**src/rtl/mux_pkg.sv**
```systemverilog
// Shared constants for the registered N-way channel multiplexer.
package mux_pkg;
  localparam int WIDTH_DEF    = 4;
  localparam int CHANNELS_DEF = 4;

  localparam logic MODE_FIXED = 1'b0;
  localparam logic MODE_RR    = 1'b1;
endpackage

```
**src/rtl/mux_n_reg_rr_pick.sv**
```systemverilog
// Round-robin picker: first requester strictly after ptr, wrapping modulo CHANNELS.
// Purely combinational, no state and no backpressure.
module rr_pick #(
  parameter int CHANNELS = 4,
  parameter int SELW     = $clog2(CHANNELS)
) (
  input  logic [CHANNELS-1:0] req,
  input  logic [SELW-1:0]     ptr,
  output logic [SELW-1:0]     gnt_idx,
  output logic                gnt_any
);

  int cand;

  // Scan from farthest to nearest so the nearest requester after ptr wins.
  always_comb begin
    gnt_idx = '0;
    gnt_any = 1'b0;
    cand    = 0;
    for (int k = CHANNELS; k >= 1; k--) begin
      cand = (int'(ptr) + k) % CHANNELS;
      if (req[SELW'(cand)]) begin
        gnt_idx = SELW'(cand);
        gnt_any = 1'b1;
      end
    end
  end

endmodule

```
**src/rtl/mux_n_reg.sv**
```systemverilog
// Selects one of CHANNELS valid/ready inputs (fixed or round-robin) into a one-word output register.
// Latency 1 cycle; in_ready drops to 0 while a held word is stalled by out_ready = 0.
module mux_n_reg
  import mux_pkg::*;
#(
  parameter int WIDTH    = WIDTH_DEF,
  parameter int CHANNELS = CHANNELS_DEF,
  parameter int SELW     = $clog2(CHANNELS)
) (
  input  logic                      clk,
  input  logic                      rst,
  input  logic [CHANNELS*WIDTH-1:0] in_data,
  input  logic [CHANNELS-1:0]       in_valid,
  output logic [CHANNELS-1:0]       in_ready,
  input  logic                      mode,
  input  logic [SELW-1:0]           sel,
  output logic [WIDTH-1:0]          out_data,
  output logic [SELW-1:0]           out_chan,
  output logic                      out_valid,
  input  logic                      out_ready
);

  localparam int NSEL = 1 << SELW;

  logic [SELW-1:0] ptr;
  logic [SELW-1:0] rr_idx;
  logic            rr_any;
  logic [SELW-1:0] grant;
  logic            grant_any;
  logic            load_en;
  logic            in_xfer;
  logic [NSEL-1:0] valid_ext;

  rr_pick #(
    .CHANNELS (CHANNELS),
    .SELW     (SELW)
  ) u_rr_pick (
    .req     (in_valid),
    .ptr     (ptr),
    .gnt_idx (rr_idx),
    .gnt_any (rr_any)
  );

  // Zero-extended valids make a select beyond the last channel read as "not valid".
  assign valid_ext = NSEL'(in_valid);

  always_comb begin
    grant     = '0;
    grant_any = 1'b0;
    if (mode == MODE_RR) begin
      grant     = rr_idx;
      grant_any = rr_any;
    end else begin
      grant     = sel;
      grant_any = valid_ext[sel];
    end
  end

  assign load_en  = !out_valid || out_ready;
  assign in_xfer  = load_en && grant_any && !rst;
  assign in_ready = in_xfer ? (CHANNELS'(1) << grant) : '0;

  always_ff @(posedge clk) begin
    if (rst) begin
      out_valid <= 1'b0;
      out_data  <= '0;
      out_chan  <= '0;
      ptr       <= SELW'(CHANNELS - 1);
    end else if (in_xfer) begin
      out_data  <= in_data[int'(grant)*WIDTH +: WIDTH];
      out_chan  <= grant;
      out_valid <= 1'b1;
      if (mode == MODE_RR) begin
        ptr <= grant;
      end
    end else if (out_valid && out_ready) begin
      out_valid <= 1'b0;
    end
  end

endmodule

```
**config.mk**
```make
export PLATFORM = sky130hd
export DESIGN_NAME = mux_n_reg
export DESIGN_NICKNAME = d
export VERILOG_FILES = /design/src/rtl/mux_pkg.sv /design/src/rtl/mux_n_reg_rr_pick.sv /design/src/rtl/mux_n_reg.sv
export SDC_FILE = /design/constraint.sdc
export NUM_CORES = 1
export LEC_CHECK = 0
export BUFFER_PORTS_ARGS = -buffer_cell sky130_fd_sc_hd__buf_2
export CORE_MARGIN = 5
export CORE_UTILIZATION = 45
export DETAILED_ROUTE_END_ITERATION = 10
export PLACE_DENSITY = 0.78
export SLEW_MARGIN = 10
export SYNTH_ARGS = -nofsm -noshare
export SYNTH_HDL_FRONTEND = slang
export SYNTH_SLANG_ARGS = --single-unit
```
**constraint.sdc**
```tcl
create_clock -name clk -period 1.8 [get_ports clk]
set_input_delay 0.27 -clock clk [delete_from_list [all_inputs] [get_ports clk]]
set_output_delay 0.27 -clock clk [all_outputs]
set_load 0.05 [all_outputs]
```
==> metrics.txt, run 1 <==
# TYPE chip_impl_metric gauge
chip_impl_info{name="run_status",value="finished with violations"} 1
chip_impl_info{name="failed_checks",value="setup timing"} 1
chip_impl_metric{name="place_area",unit="sq um"} 1180
chip_impl_metric{name="dr_wl_met3",unit="microns"} 128
chip_impl_metric{name="design.final.nets",unit=""} 187
chip_impl_metric{name="synthArstFlopShare",unit=""} 0
chip_impl_metric{name="core",unit="sq um"} 1710
chip_impl_info{name="post-synth-top-area-cell",value="sky130_fd_sc_hd__dfxtp_1"} 1
chip_impl_metric{name="worst_setup_hold_path_clk_slew",unit="ns"} 0.06
chip_impl_metric{name="clock_sink_count",unit=""} 9
chip_impl_metric{name="synth_edf_count",unit=""} 0
chip_impl_info{name="min-delay-path-class",value="in -> reg"} 1
chip_impl_metric{name="first_global_vias",unit=""} 1031
chip_impl_metric{name="synth_warnings",unit=""} 0
chip_impl_metric{name="timing_worst_slew_pin_value",unit="ns"} 0.368
chip_impl_metric{name="floorplan.die.height",unit="microns"} 52.1
chip_impl_info{name="cell_types_occupying_the_most_area_after_synthesis",value="sky130_fd_sc_hd__dfxtp_1 (23%), sky130_fd_sc_hd__a211oi_2 (6.3%), sky130_fd_sc_hd__o31ai_2 (6.3%)"} 1
chip_impl_info{name="top_layer_used",value="met4"} 1
chip_impl_metric{name="setup_viol_count_final",unit=""} 8
chip_impl_metric{name="final-instance-count-excl-fill",unit=""} 185
chip_impl_metric{name="drv_cap",unit=""} 0
chip_impl_metric{name="ys_seq_area_frac",unit=""} 0.226
chip_impl_metric{name="insertion_delay",unit="ns"} 0.27
chip_impl_metric{name="postRouteWirelength",unit="mm"} 2.72
chip_impl_metric{name="p_leak",unit="nW"} 0.639
chip_impl_metric{name="post-layout-total-power",unit="W"} 0.000858
chip_impl_metric{name="post_synth.cell_area_avg",unit="sq um"} 8.39
chip_impl_metric{name="floorplan.initialDensity",unit=""} 0.467
chip_impl_info{name="cts_tree",value="built"} 1
chip_impl_info{name="critical_path.cell_chain",value="and4b_1, a311oi_2, a31oi_1, buf_4, nor3_4, buf_6"} 1
chip_impl_metric{name="share_of_layout_cells_above_drive_strength_1",unit=""} 0.619
chip_impl_metric{name="timing_hold_violations_final",unit=""} 0
chip_impl_metric{name="wire_per_inst",unit="microns"} 14.7
chip_impl_metric{name="vias",unit=""} 1004
chip_impl_info{name="worstSetupPathType",value="reg -> out"} 1
chip_impl_info{name="timing.critical_path.to_type",value="output port"} 1
chip_impl_metric{name="netlist.area_leader.share",unit=""} 0.226
chip_impl_metric{name="dpl_cells",unit=""} 173
chip_impl_metric{name="postRouteAntennaNets",unit=""} 0
chip_impl_metric{name="grt_antenna_before_repair",unit=""} 0
chip_impl_metric{name="die_area",unit="sq um"} 2710
chip_impl_info{name="clockRootBuffer",value="sky130_fd_sc_hd__clkbuf_4"} 1
chip_impl_metric{name="ios",unit=""} 37
chip_impl_metric{name="met2RoutedLength",unit="mm"} 1.41
chip_impl_info{name="slowest_cell_on_the_critical_path",value="sky130_fd_sc_hd__dfxtp_4"} 1
chip_impl_metric{name="dp_hpwl",unit="mm"} 2.00
chip_impl_metric{name="total_power_density_per_cell_area",unit="nW/um^2"} 625
chip_impl_metric{name="crit_path_max_incr_delay",unit="ns"} 0.37
chip_impl_metric{name="row_count",unit=""} 15
chip_impl_metric{name="postSynthNetCount",unit=""} 121
chip_impl_metric{name="worst_slew_margin_relative_to_its_limit",unit=""} 0.752
chip_impl_metric{name="area_of_all_placed_cells_without_fillers",unit="sq um"} 1370
chip_impl_metric{name="synth.ff_latch_count",unit=""} 9
chip_impl_metric{name="worst-path-max-fanout",unit=""} 7
chip_impl_metric{name="setup_slack",unit="ns"} -0.206
chip_impl_metric{name="postCtsHoldBufs",unit=""} 0
chip_impl_metric{name="summed_negative_setup_slack_over_all_endpoints",unit="ns"} -0.788
chip_impl_info{name="setup_repair_after_global_routing_missed_its_margin",value="yes"} 1
chip_impl_metric{name="place.gp.congestion",unit=""} 0.801
chip_impl_metric{name="minimum_period_implied_by_the_final_worst_setup_slack",unit="ns"} 2.01
chip_impl_metric{name="viasPerCell",unit=""} 5.43
chip_impl_metric{name="ir_worst_vdd",unit="mV"} 0.323
chip_impl_info{name="layout.cells.most_common_list",value="sky130_fd_sc_hd__buf_2 (32), sky130_fd_sc_hd__buf_4 (27), sky130_fd_sc_hd__nand2_1 (11)"} 1
chip_impl_metric{name="timing.critical_path.buf_inv",unit=""} 2
chip_impl_metric{name="critPathArrivalTime",unit="ns"} 1.74
chip_impl_metric{name="syn_inst",unit=""} 95
chip_impl_metric{name="pre_cts_setup_slack",unit="ns"} -0.209
chip_impl_metric{name="maxSlewViolCount",unit=""} 0
chip_impl_info{name="layout.cells.most_common",value="sky130_fd_sc_hd__buf_2"} 1
chip_impl_metric{name="h_tree_levels",unit=""} 1
chip_impl_info{name="crit_family",value="compound AO/OA/AOI/OAI gates"} 1
chip_impl_metric{name="cts_buffer_depth",unit=""} 2
chip_impl_metric{name="synth_area",unit="sq um"} 797
chip_impl_metric{name="layout.filler_cells",unit=""} 109
chip_impl_metric{name="portBuffers",unit=""} 36
chip_impl_metric{name="clock_skew",unit="ns"} 0.000939
chip_impl_metric{name="areaGrowthSynthToFinish",unit="%"} 72.1
chip_impl_metric{name="n_antenna_cell",unit=""} 0
chip_impl_metric{name="grt.total_usage",unit=""} 0.214
chip_impl_metric{name="final.period_utilization",unit=""} 1.11
chip_impl_info{name="synthFlopType",value="sky130_fd_sc_hd__dfxtp_1"} 1
chip_impl_metric{name="cts_inserted_buffers",unit=""} 3
chip_impl_metric{name="grt_start_max_net_pins",unit=""} 9
chip_impl_metric{name="grt_pass1_wl",unit="mm"} 4.37
chip_impl_metric{name="multi_input_area",unit="sq um"} 654
chip_impl_info{name="critical_path.startpoint_type",value="flop"} 1
chip_impl_metric{name="drt_first_iter_violations",unit=""} 8
chip_impl_metric{name="grt-ovfl-total",unit=""} 0
chip_impl_metric{name="drc_errors",unit=""} 0
chip_impl_metric{name="drt_first_pass_iters",unit=""} 4
chip_impl_metric{name="worst_ep_required_time",unit="ns"} 1.53
chip_impl_metric{name="met1Wirelength",unit="mm"} 1.10
chip_impl_metric{name="yosysUniqueCellTypes",unit=""} 38
chip_impl_metric{name="timing.fmax",unit="MHz"} 498
chip_impl_metric{name="die_width",unit="microns"} 52.1
chip_impl_metric{name="ff_latch_area",unit="sq um"} 188
## layer usage
metal / vias up / GRT usage
li1: 489 / -
met1: 475 / 0.233
met2: 33 / 0.393
met3: 7 / 0.0229
met4: 0 / 0.122
met5: - / 0
## final timing paths
| check | startpoint | end | slack (ns) | cells after the start |
|---|---|---|---|---|
| setup reg to reg | ptr[1] | out_data[3] | -0.03 | 8 |
| hold reg to reg | out_data[2] | out_data[2] | 0.48 | 2 |
| setup / recovery | ptr[1] | in_ready[2] | -0.21 | 6 |
| hold / removal | rst | out_valid | 0.22 | 2 |
## through the flow
| stage | hold slack, ns | utilization |
|---|---|---|
| floorplan | 0.339 | - |
| global placement | 0.468 | 0.691 |
| detailed placement | 0.475 | 0.691 |
| CTS | 0.223 | 0.763 |
| global route | 0.252 | 0.803 |
| finish | 0.222 | 0.803 |
## Yosys cell counts (2+ instances only)
master	instances
sky130_fd_sc_hd__inv_1	6
sky130_fd_sc_hd__o21ai_2	2
sky130_fd_sc_hd__a211oi_2	4
sky130_fd_sc_hd__nand2_1	12
sky130_fd_sc_hd__and2_1	2
sky130_fd_sc_hd__nor3_1	3
sky130_fd_sc_hd__buf_6	2
sky130_fd_sc_hd__clkinv_1	2
sky130_fd_sc_hd__o21ai_0	4
sky130_fd_sc_hd__mux2i_1	2
sky130_fd_sc_hd__o221a_1	4
sky130_fd_sc_hd__nand2b_1	3
sky130_fd_sc_hd__dfxtp_1	9
sky130_fd_sc_hd__nor2b_1	2
sky130_fd_sc_hd__nand3_1	4
sky130_fd_sc_hd__o2111ai_1	5
sky130_fd_sc_hd__o31ai_2	4
sky130_fd_sc_hd__a21oi_1	2
sky130_fd_sc_hd__nor2_1	4
## sequential cells by signal (all words and copies together), names as in the netlist
| register | cells |
|---|---|
| ptr | 2 |
| out_data | 4 |
| out_chan | 2 |
| out_valid | 1 |
## logic make-up (layout without fill, tap and decap cells)
kind of cell,Yosys count,after routing,share of synthesized area
AOI/OAI and AO/OA,32,32,0.375
buffers and inverters,13,78,0.0863
DFF,9,9,0.226
muxes,3,3,0.0534
and+or+nand+nor,38,38,0.259
## power breakdown
part           total (W)  switching [W]  internal [W]
clock           0.000161      0.0000751     0.0000857
combinational   0.000460       0.000261      0.000199
sequential      0.000237      0.0000156      0.000222
## area by class of cell
class | instances | area share
flip-flops and latches | 9 | 0.137
clock buffers | 4 | 0.0192
repair buffers | 65 | 0.317
inverters | 9 | 0.0274
multi-input cells | 73 | 0.477
well taps | 25 | 0.0228
## timing repair
item                                    in CTS  in global routing
setup buffers                                5                  3
pin swaps                                    4                  2
gates resized for setup                     15                 10
endpoints found under the setup margin       7                  8
hold endpoints to repair                     0                  0
(Power assumes the default switching activity.)
==> inputs of run 2 (changes only) <==
RECOVER_POWER = 25   (was not set)
==> metrics.txt, run 2 (synthesized netlist as in run 1, its figures left out) <==
# TYPE chip_impl_metric gauge
chip_impl_info{name="run_status",value="finished with violations"} 1
chip_impl_info{name="failed_checks",value="setup timing"} 1
chip_impl_info{name="critical_path.cell_chain",value="and4b_1, a311oi_2, a31oi_1, buf_4, nor3_4, buf_6"} 1
chip_impl_info{name="crit_family",value="compound AO/OA/AOI/OAI gates"} 1
chip_impl_metric{name="power.switching_fraction",unit=""} 0.412
chip_impl_metric{name="timing.critical_path.buf_inv",unit=""} 2
chip_impl_metric{name="critPathArrivalTime",unit="ns"} 1.73
chip_impl_metric{name="ios",unit=""} 37
chip_impl_metric{name="ir_worst_vdd",unit="mV"} 0.324
chip_impl_metric{name="grt.total_usage",unit=""} 0.214
chip_impl_metric{name="grt_pass1_wl",unit="mm"} 4.37
chip_impl_info{name="slowest_cell_on_the_critical_path",value="sky130_fd_sc_hd__dfxtp_4"} 1
chip_impl_metric{name="timing.fmax",unit="MHz"} 499
chip_impl_metric{name="summed_negative_setup_slack_over_all_endpoints",unit="ns"} -0.761
chip_impl_metric{name="p_leak",unit="nW"} 0.628
chip_impl_metric{name="cell_internal_power_dissipation",unit="W"} 0.000504
chip_impl_metric{name="fin_util",unit=""} 0.801
chip_impl_info{name="min-delay-path-class",value="in -> reg"} 1
chip_impl_info{name="timing.critical_path.to_type",value="output port"} 1
chip_impl_metric{name="place.gp.congestion",unit=""} 0.801
chip_impl_metric{name="total_power_density_per_cell_area",unit="nW/um^2"} 627
chip_impl_metric{name="vias",unit=""} 999
chip_impl_metric{name="power.share.sequential",unit=""} 0.277
chip_impl_metric{name="die_width",unit="microns"} 52.1
chip_impl_metric{name="final.period_utilization",unit=""} 1.11
chip_impl_info{name="layout.cells.most_common_list",value="sky130_fd_sc_hd__buf_2 (29), sky130_fd_sc_hd__buf_4 (27), sky130_fd_sc_hd__nand2_1 (11)"} 1
chip_impl_info{name="largest-register",value="out_data"} 1
chip_impl_metric{name="clock_sink_count",unit=""} 9
chip_impl_metric{name="clock_skew",unit="ns"} 0.00174
chip_impl_metric{name="number_of_flip_flops_under_the_largest_register_name",unit=""} 4
chip_impl_metric{name="crit_path_max_incr_delay",unit="ns"} 0.37
chip_impl_info{name="clockRootBuffer",value="sky130_fd_sc_hd__clkbuf_4"} 1
chip_impl_metric{name="drc_errors",unit=""} 0
chip_impl_metric{name="post-layout-total-power",unit="W"} 0.000857
chip_impl_metric{name="multi_input_area",unit="sq um"} 654
chip_impl_info{name="top_usage_layer",value="met2"} 1
chip_impl_metric{name="portBuffers",unit=""} 36
chip_impl_metric{name="dp_hpwl",unit="mm"} 2.00
chip_impl_metric{name="core",unit="sq um"} 1710
chip_impl_metric{name="first_global_vias",unit=""} 1031
chip_impl_metric{name="globalRouteMet2Util",unit=""} 0.393
chip_impl_metric{name="floorplan.die.height",unit="microns"} 52.1
chip_impl_metric{name="switching_power_total",unit="W"} 0.000353
chip_impl_metric{name="maxSlewViolCount",unit=""} 0
chip_impl_metric{name="setup_viol_count_final",unit=""} 8
chip_impl_metric{name="timing_worst_slew_pin_value",unit="ns"} 0.600
chip_impl_metric{name="worst_slew_margin_relative_to_its_limit",unit=""} 0.602
chip_impl_metric{name="drt_first_iter_violations",unit=""} 8
chip_impl_metric{name="h_tree_levels",unit=""} 1
chip_impl_metric{name="insertion_delay",unit="ns"} 0.27
chip_impl_info{name="largest_registers",value="out_data x4, out_chan x2, ptr x2"} 1
chip_impl_metric{name="worst-path-max-fanout",unit=""} 7
chip_impl_metric{name="n_antenna_cell",unit=""} 0
chip_impl_metric{name="floorplan.initialDensity",unit=""} 0.467
chip_impl_metric{name="postRouteWirelength",unit="mm"} 2.72
chip_impl_metric{name="worst_ep_required_time",unit="ns"} 1.53
chip_impl_metric{name="viasPerCell",unit=""} 5.40
chip_impl_metric{name="grt_start_max_net_pins",unit=""} 9
chip_impl_metric{name="share_comb_of_total_power",unit=""} 0.533
chip_impl_info{name="cts_tree",value="built"} 1
chip_impl_metric{name="timing_hold_violations_final",unit=""} 0
chip_impl_metric{name="layout.filler_cells",unit=""} 111
chip_impl_metric{name="drt_first_pass_iters",unit=""} 6
chip_impl_metric{name="grt_antenna_before_repair",unit=""} 0
chip_impl_metric{name="cts_inserted_buffers",unit=""} 3
chip_impl_metric{name="use_met1",unit=""} 0.233
chip_impl_metric{name="row_count",unit=""} 15
chip_impl_metric{name="minimum_period_implied_by_the_final_worst_setup_slack",unit="ns"} 2.00
chip_impl_metric{name="grt_use_met3",unit=""} 0.0229
chip_impl_metric{name="pwr-share-clk",unit=""} 0.189
chip_impl_metric{name="postCtsHoldBufs",unit=""} 0
chip_impl_info{name="setup_repair_after_global_routing_missed_its_margin",value="yes"} 1
chip_impl_info{name="critical_path.startpoint_type",value="flop"} 1
chip_impl_metric{name="setup_slack",unit="ns"} -0.204
chip_impl_metric{name="cts_buffer_depth",unit=""} 2
chip_impl_metric{name="areaGrowthSynthToFinish",unit="%"} 71.6
chip_impl_metric{name="wire_per_inst",unit="microns"} 14.7
chip_impl_metric{name="worst_setup_hold_path_clk_slew",unit="ns"} 0.06
chip_impl_info{name="layout.cells.most_common",value="sky130_fd_sc_hd__buf_2"} 1
chip_impl_info{name="worstSetupPathType",value="reg -> out"} 1
chip_impl_metric{name="die_area",unit="sq um"} 2710
chip_impl_metric{name="postRouteAntennaNets",unit=""} 0
chip_impl_metric{name="design.final.nets",unit=""} 187
chip_impl_metric{name="ff_latch_area",unit="sq um"} 188
chip_impl_metric{name="drv_cap",unit=""} 0
chip_impl_metric{name="share_of_layout_cells_above_drive_strength_1",unit=""} 0.600
chip_impl_metric{name="grt-ovfl-total",unit=""} 0
run 2: area by class of cell:
| cell class | count | area share |
|---|---|---|
| well taps | 25 | 0.0229 |
| inverters | 9 | 0.0274 |
| multi-input cells | 73 | 0.479 |
| repair buffers | 65 | 0.315 |
| flip-flops and latches | 9 | 0.137 |
| clock buffers | 4 | 0.0192 |
run 2: per-layer routing:
metal  up-vias  share of wire
li1        489              -
met1       468           0.40
met2        35           0.52
met3         7          0.053
met4         0          0.028
met5         -              0
run 2: repair_timing:
item,in CTS,in global routing
setup buffers,5,3
pin swaps,4,2
resized for setup,15,10
endpoints found under the setup margin,7,8
run 2: path summary, 6_finish.rpt:
check / from / cells past startpoint / to / slack (ns)
max: ptr[1] / 6 / in_ready[2] / -0.20
min: rst / 2 / out_valid / 0.22
max reg2reg: ptr[1] / 8 / out_data[3] / -0.03
min reg2reg: out_data[2] / 2 / out_data[2] / 0.49
run 2: per-stage QoR:
stage | instance area [sq um] | hold WS, ns | cells | setup slack (ns)
after floorplan | 846 | 0.339 | 95 | -0.00971
after global placement | 1180 | 0.468 | 173 | -0.152
after detailed placement | 1180 | 0.475 | 173 | -0.209
after CTS | 1300 | 0.223 | 182 | -0.183
after global routing | 1370 | 0.252 | 185 | -0.284
final | 1370 | 0.220 | 185 | -0.204
run 2: worst register-to-register path, stage by stage, from the launching register on:
cell and delay, ns:
sky130_fd_sc_hd__dfxtp_4 0.37, sky130_fd_sc_hd__and4b_1 0.21, sky130_fd_sc_hd__a311oi_2 0.27, sky130_fd_sc_hd__a31oi_1 0.12, sky130_fd_sc_hd__buf_4 0.18, sky130_fd_sc_hd__buf_4 0.15, sky130_fd_sc_hd__buf_8 0.14, sky130_fd_sc_hd__o221a_1 0.13
sky130_fd_sc_hd__o31ai_2 0.17
run 2: power by group through the flow:
stage	Clock [W]	Sequential [W]	Combinational (W)
CTS	0.000163	0.000237	0.000427
finish	0.000162	0.000238	0.000457
floorplan	0	0.000309	0.000190
global placement	0	0.000241	0.000376
detailed placement	0	0.000242	0.000385
global route	0.000170	0.000240	0.000487
==> inputs of run 3 (changes only) <==
REMOVE_ABC_BUFFERS = 1   (was not set)
==> metrics.txt, run 3 (synthesized netlist as in run 1, its figures left out) <==
# TYPE chip_impl_metric gauge
chip_impl_metric{name="switching_power_total",unit="W"} 0.000344
chip_impl_metric{name="timing.hold.ws",unit="ns"} 0.235
chip_impl_metric{name="met1Wirelength",unit="mm"} 1.23
chip_impl_metric{name="first_global_vias",unit=""} 1062
chip_impl_metric{name="ir_worst_vdd",unit="mV"} 0.337
chip_impl_metric{name="core",unit="sq um"} 1710
chip_impl_metric{name="wire_per_inst",unit="microns"} 16.2
chip_impl_metric{name="worst_slew_margin_relative_to_its_limit",unit=""} 0.594
chip_impl_metric{name="minimum_period_implied_by_the_final_worst_setup_slack",unit="ns"} 2.05
chip_impl_metric{name="dp_hpwl",unit="mm"} 1.92
chip_impl_metric{name="n_antenna_cell",unit=""} 0
chip_impl_metric{name="fin_util",unit=""} 0.804
chip_impl_metric{name="setup_slack",unit="ns"} -0.247
chip_impl_metric{name="power.switching_fraction",unit=""} 0.399
chip_impl_metric{name="timing_hold_violations_final",unit=""} 0
chip_impl_metric{name="clock_skew",unit="ns"} 0.00141
chip_impl_metric{name="insertion_delay",unit="ns"} 0.25
chip_impl_metric{name="worst_ep_required_time",unit="ns"} 1.53
chip_impl_metric{name="total_power_density_per_cell_area",unit="nW/um^2"} 628
chip_impl_info{name="clockRootBuffer",value="sky130_fd_sc_hd__clkbuf_4"} 1
chip_impl_metric{name="maxSlewViolCount",unit=""} 0
chip_impl_metric{name="drt_first_iter_violations",unit=""} 38
chip_impl_info{name="worstSetupPathType",value="reg -> out"} 1
chip_impl_metric{name="floorplan.initialDensity",unit=""} 0.467
chip_impl_metric{name="met2RoutedLength",unit="mm"} 1.54
chip_impl_metric{name="final.period_utilization",unit=""} 1.14
chip_impl_metric{name="setup_viol_count_final",unit=""} 6
chip_impl_info{name="largest_registers",value="out_data x4, out_chan x2, ptr x2"} 1
chip_impl_metric{name="worst_setup_hold_path_clk_slew",unit="ns"} 0.06
chip_impl_info{name="layout.cells.most_common",value="sky130_fd_sc_hd__buf_2"} 1
chip_impl_info{name="top_layer_used",value="met4"} 1
chip_impl_metric{name="cts_buffer_depth",unit=""} 2
chip_impl_metric{name="h_tree_levels",unit=""} 1
chip_impl_metric{name="grt.total_usage",unit=""} 0.241
chip_impl_metric{name="vias",unit=""} 1073
chip_impl_metric{name="drv_cap",unit=""} 0
chip_impl_metric{name="postRouteAntennaNets",unit=""} 0
chip_impl_metric{name="timing_worst_slew_pin_value",unit="ns"} 0.611
chip_impl_metric{name="dr_wl_met3",unit="microns"} 167
chip_impl_metric{name="number_of_flip_flops_under_the_largest_register_name",unit=""} 4
chip_impl_metric{name="grt_start_max_net_pins",unit=""} 9
chip_impl_metric{name="design.final.nets",unit=""} 190
chip_impl_metric{name="postCtsHoldBufs",unit=""} 0
chip_impl_metric{name="postRouteWirelength",unit="mm"} 3.04
chip_impl_metric{name="floorplan.die.height",unit="microns"} 52.1
chip_impl_metric{name="p_leak",unit="nW"} 0.626
chip_impl_info{name="min-delay-path-class",value="in -> reg"} 1
chip_impl_metric{name="worst-path-max-fanout",unit=""} 7
chip_impl_metric{name="cts_inserted_buffers",unit=""} 3
chip_impl_metric{name="ios",unit=""} 37
chip_impl_info{name="layout.cells.most_common_list",value="sky130_fd_sc_hd__buf_2 (30), sky130_fd_sc_hd__buf_4 (23), sky130_fd_sc_hd__buf_6 (13)"} 1
chip_impl_metric{name="areaGrowthSynthToFinish",unit="%"} 72.2
chip_impl_metric{name="timing.fmax",unit="MHz"} 488
chip_impl_metric{name="grt-ovfl-total",unit=""} 0
chip_impl_metric{name="drc_errors",unit=""} 0
chip_impl_info{name="failed_checks",value="setup timing"} 1
chip_impl_metric{name="viasPerCell",unit=""} 5.71
chip_impl_metric{name="post-layout-total-power",unit="W"} 0.000862
chip_impl_metric{name="grt_antenna_before_repair",unit=""} 0
chip_impl_metric{name="place.gp.congestion",unit=""} 0.806
chip_impl_metric{name="die_area",unit="sq um"} 2710
chip_impl_info{name="timing.critical_path.to_type",value="output port"} 1
chip_impl_metric{name="power.share.sequential",unit=""} 0.276
chip_impl_metric{name="drt_first_pass_iters",unit=""} 4
chip_impl_info{name="cts_tree",value="built"} 1
chip_impl_metric{name="pwr-share-clk",unit=""} 0.172
chip_impl_info{name="run_status",value="finished with violations"} 1
chip_impl_metric{name="share_of_layout_cells_above_drive_strength_1",unit=""} 0.589
chip_impl_metric{name="clock_sink_count",unit=""} 9
chip_impl_info{name="largest-register",value="out_data"} 1
chip_impl_metric{name="die_width",unit="microns"} 52.1
chip_impl_metric{name="critPathArrivalTime",unit="ns"} 1.78
chip_impl_metric{name="row_count",unit=""} 15
chip_impl_metric{name="cell_internal_power_dissipation",unit="W"} 0.000518
chip_impl_metric{name="portBuffers",unit=""} 36
chip_impl_metric{name="grt_pass1_wl",unit="mm"} 4.84
chip_impl_info{name="critical_path.startpoint_type",value="flop"} 1
chip_impl_info{name="setup_repair_after_global_routing_missed_its_margin",value="yes"} 1
chip_impl_metric{name="share_comb_of_total_power",unit=""} 0.552
## run 3: timing repair
action                     4_1_cts  5_1_grt
setup endpoints to repair        6       11
gates resized for setup         20       14
pin swaps                        9        6
buffers inserted                12        2
## run 3: path summary, 6_finish.rpt
check,startpoint,to,slack [ns],cells past startpoint
hold / removal,rst,out_valid,0.23,2
setup reg to reg,ptr[0],ptr[0],-0.09,11
hold reg to reg,out_data[1],out_data[1],0.49,2
setup / recovery,ptr[0],in_ready[2],-0.25,5
## run 3: area by class of cell
class,count,area (sq um)
repair buffers,68,477
fillers,112,335
multi-input cells,73,617
inverters,9,33.8
flip-flops and latches,9,188
clock buffers,4,26.3
well taps,25,31.3
## run 3: worst max-delay path, stage by stage (launching register included)
cell	delay, ns
sky130_fd_sc_hd__dfxtp_4	0.37
sky130_fd_sc_hd__and4bb_1	0.23
sky130_fd_sc_hd__a311oi_2	0.36
sky130_fd_sc_hd__a31oi_4	0.19
sky130_fd_sc_hd__nor3_2	0.20
sky130_fd_sc_hd__buf_6	0.19
## run 3: per-layer routing
metal	GRT usage	up-vias
met4	0.135	0
li1	-	502
met2	0.421	56
met1	0.287	503
met5	0	-
met3	0.0172	12
## run 3: power by group through the flow
stage	combinational (W)	sequential (W)	clock, W
2_1_floorplan	0.000157	0.000308	0
3_3_place_gp	0.000355	0.000240	0
3_5_place_dp	0.000365	0.000241	0
4_1_cts	0.000432	0.000237	0.000152
5_1_grt	0.000501	0.000241	0.000170
6_report	0.000476	0.000238	0.000148
## run 3: stage by stage
stage / cells / worst slack (ns) / setup TNS [ns] / instance area, sq um
6_report: 188 / -0.247 / -0.993 / 1370
5_1_grt: 188 / -0.325 / -1.62 / 1370
4_1_cts: 188 / -0.198 / -0.813 / 1310
3_5_place_dp: 172 / -0.181 / -0.965 / 1120
3_3_place_gp: 172 / -0.144 / -0.593 / 1120
2_1_floorplan: 91 / -1.06 / -3.35 / 762
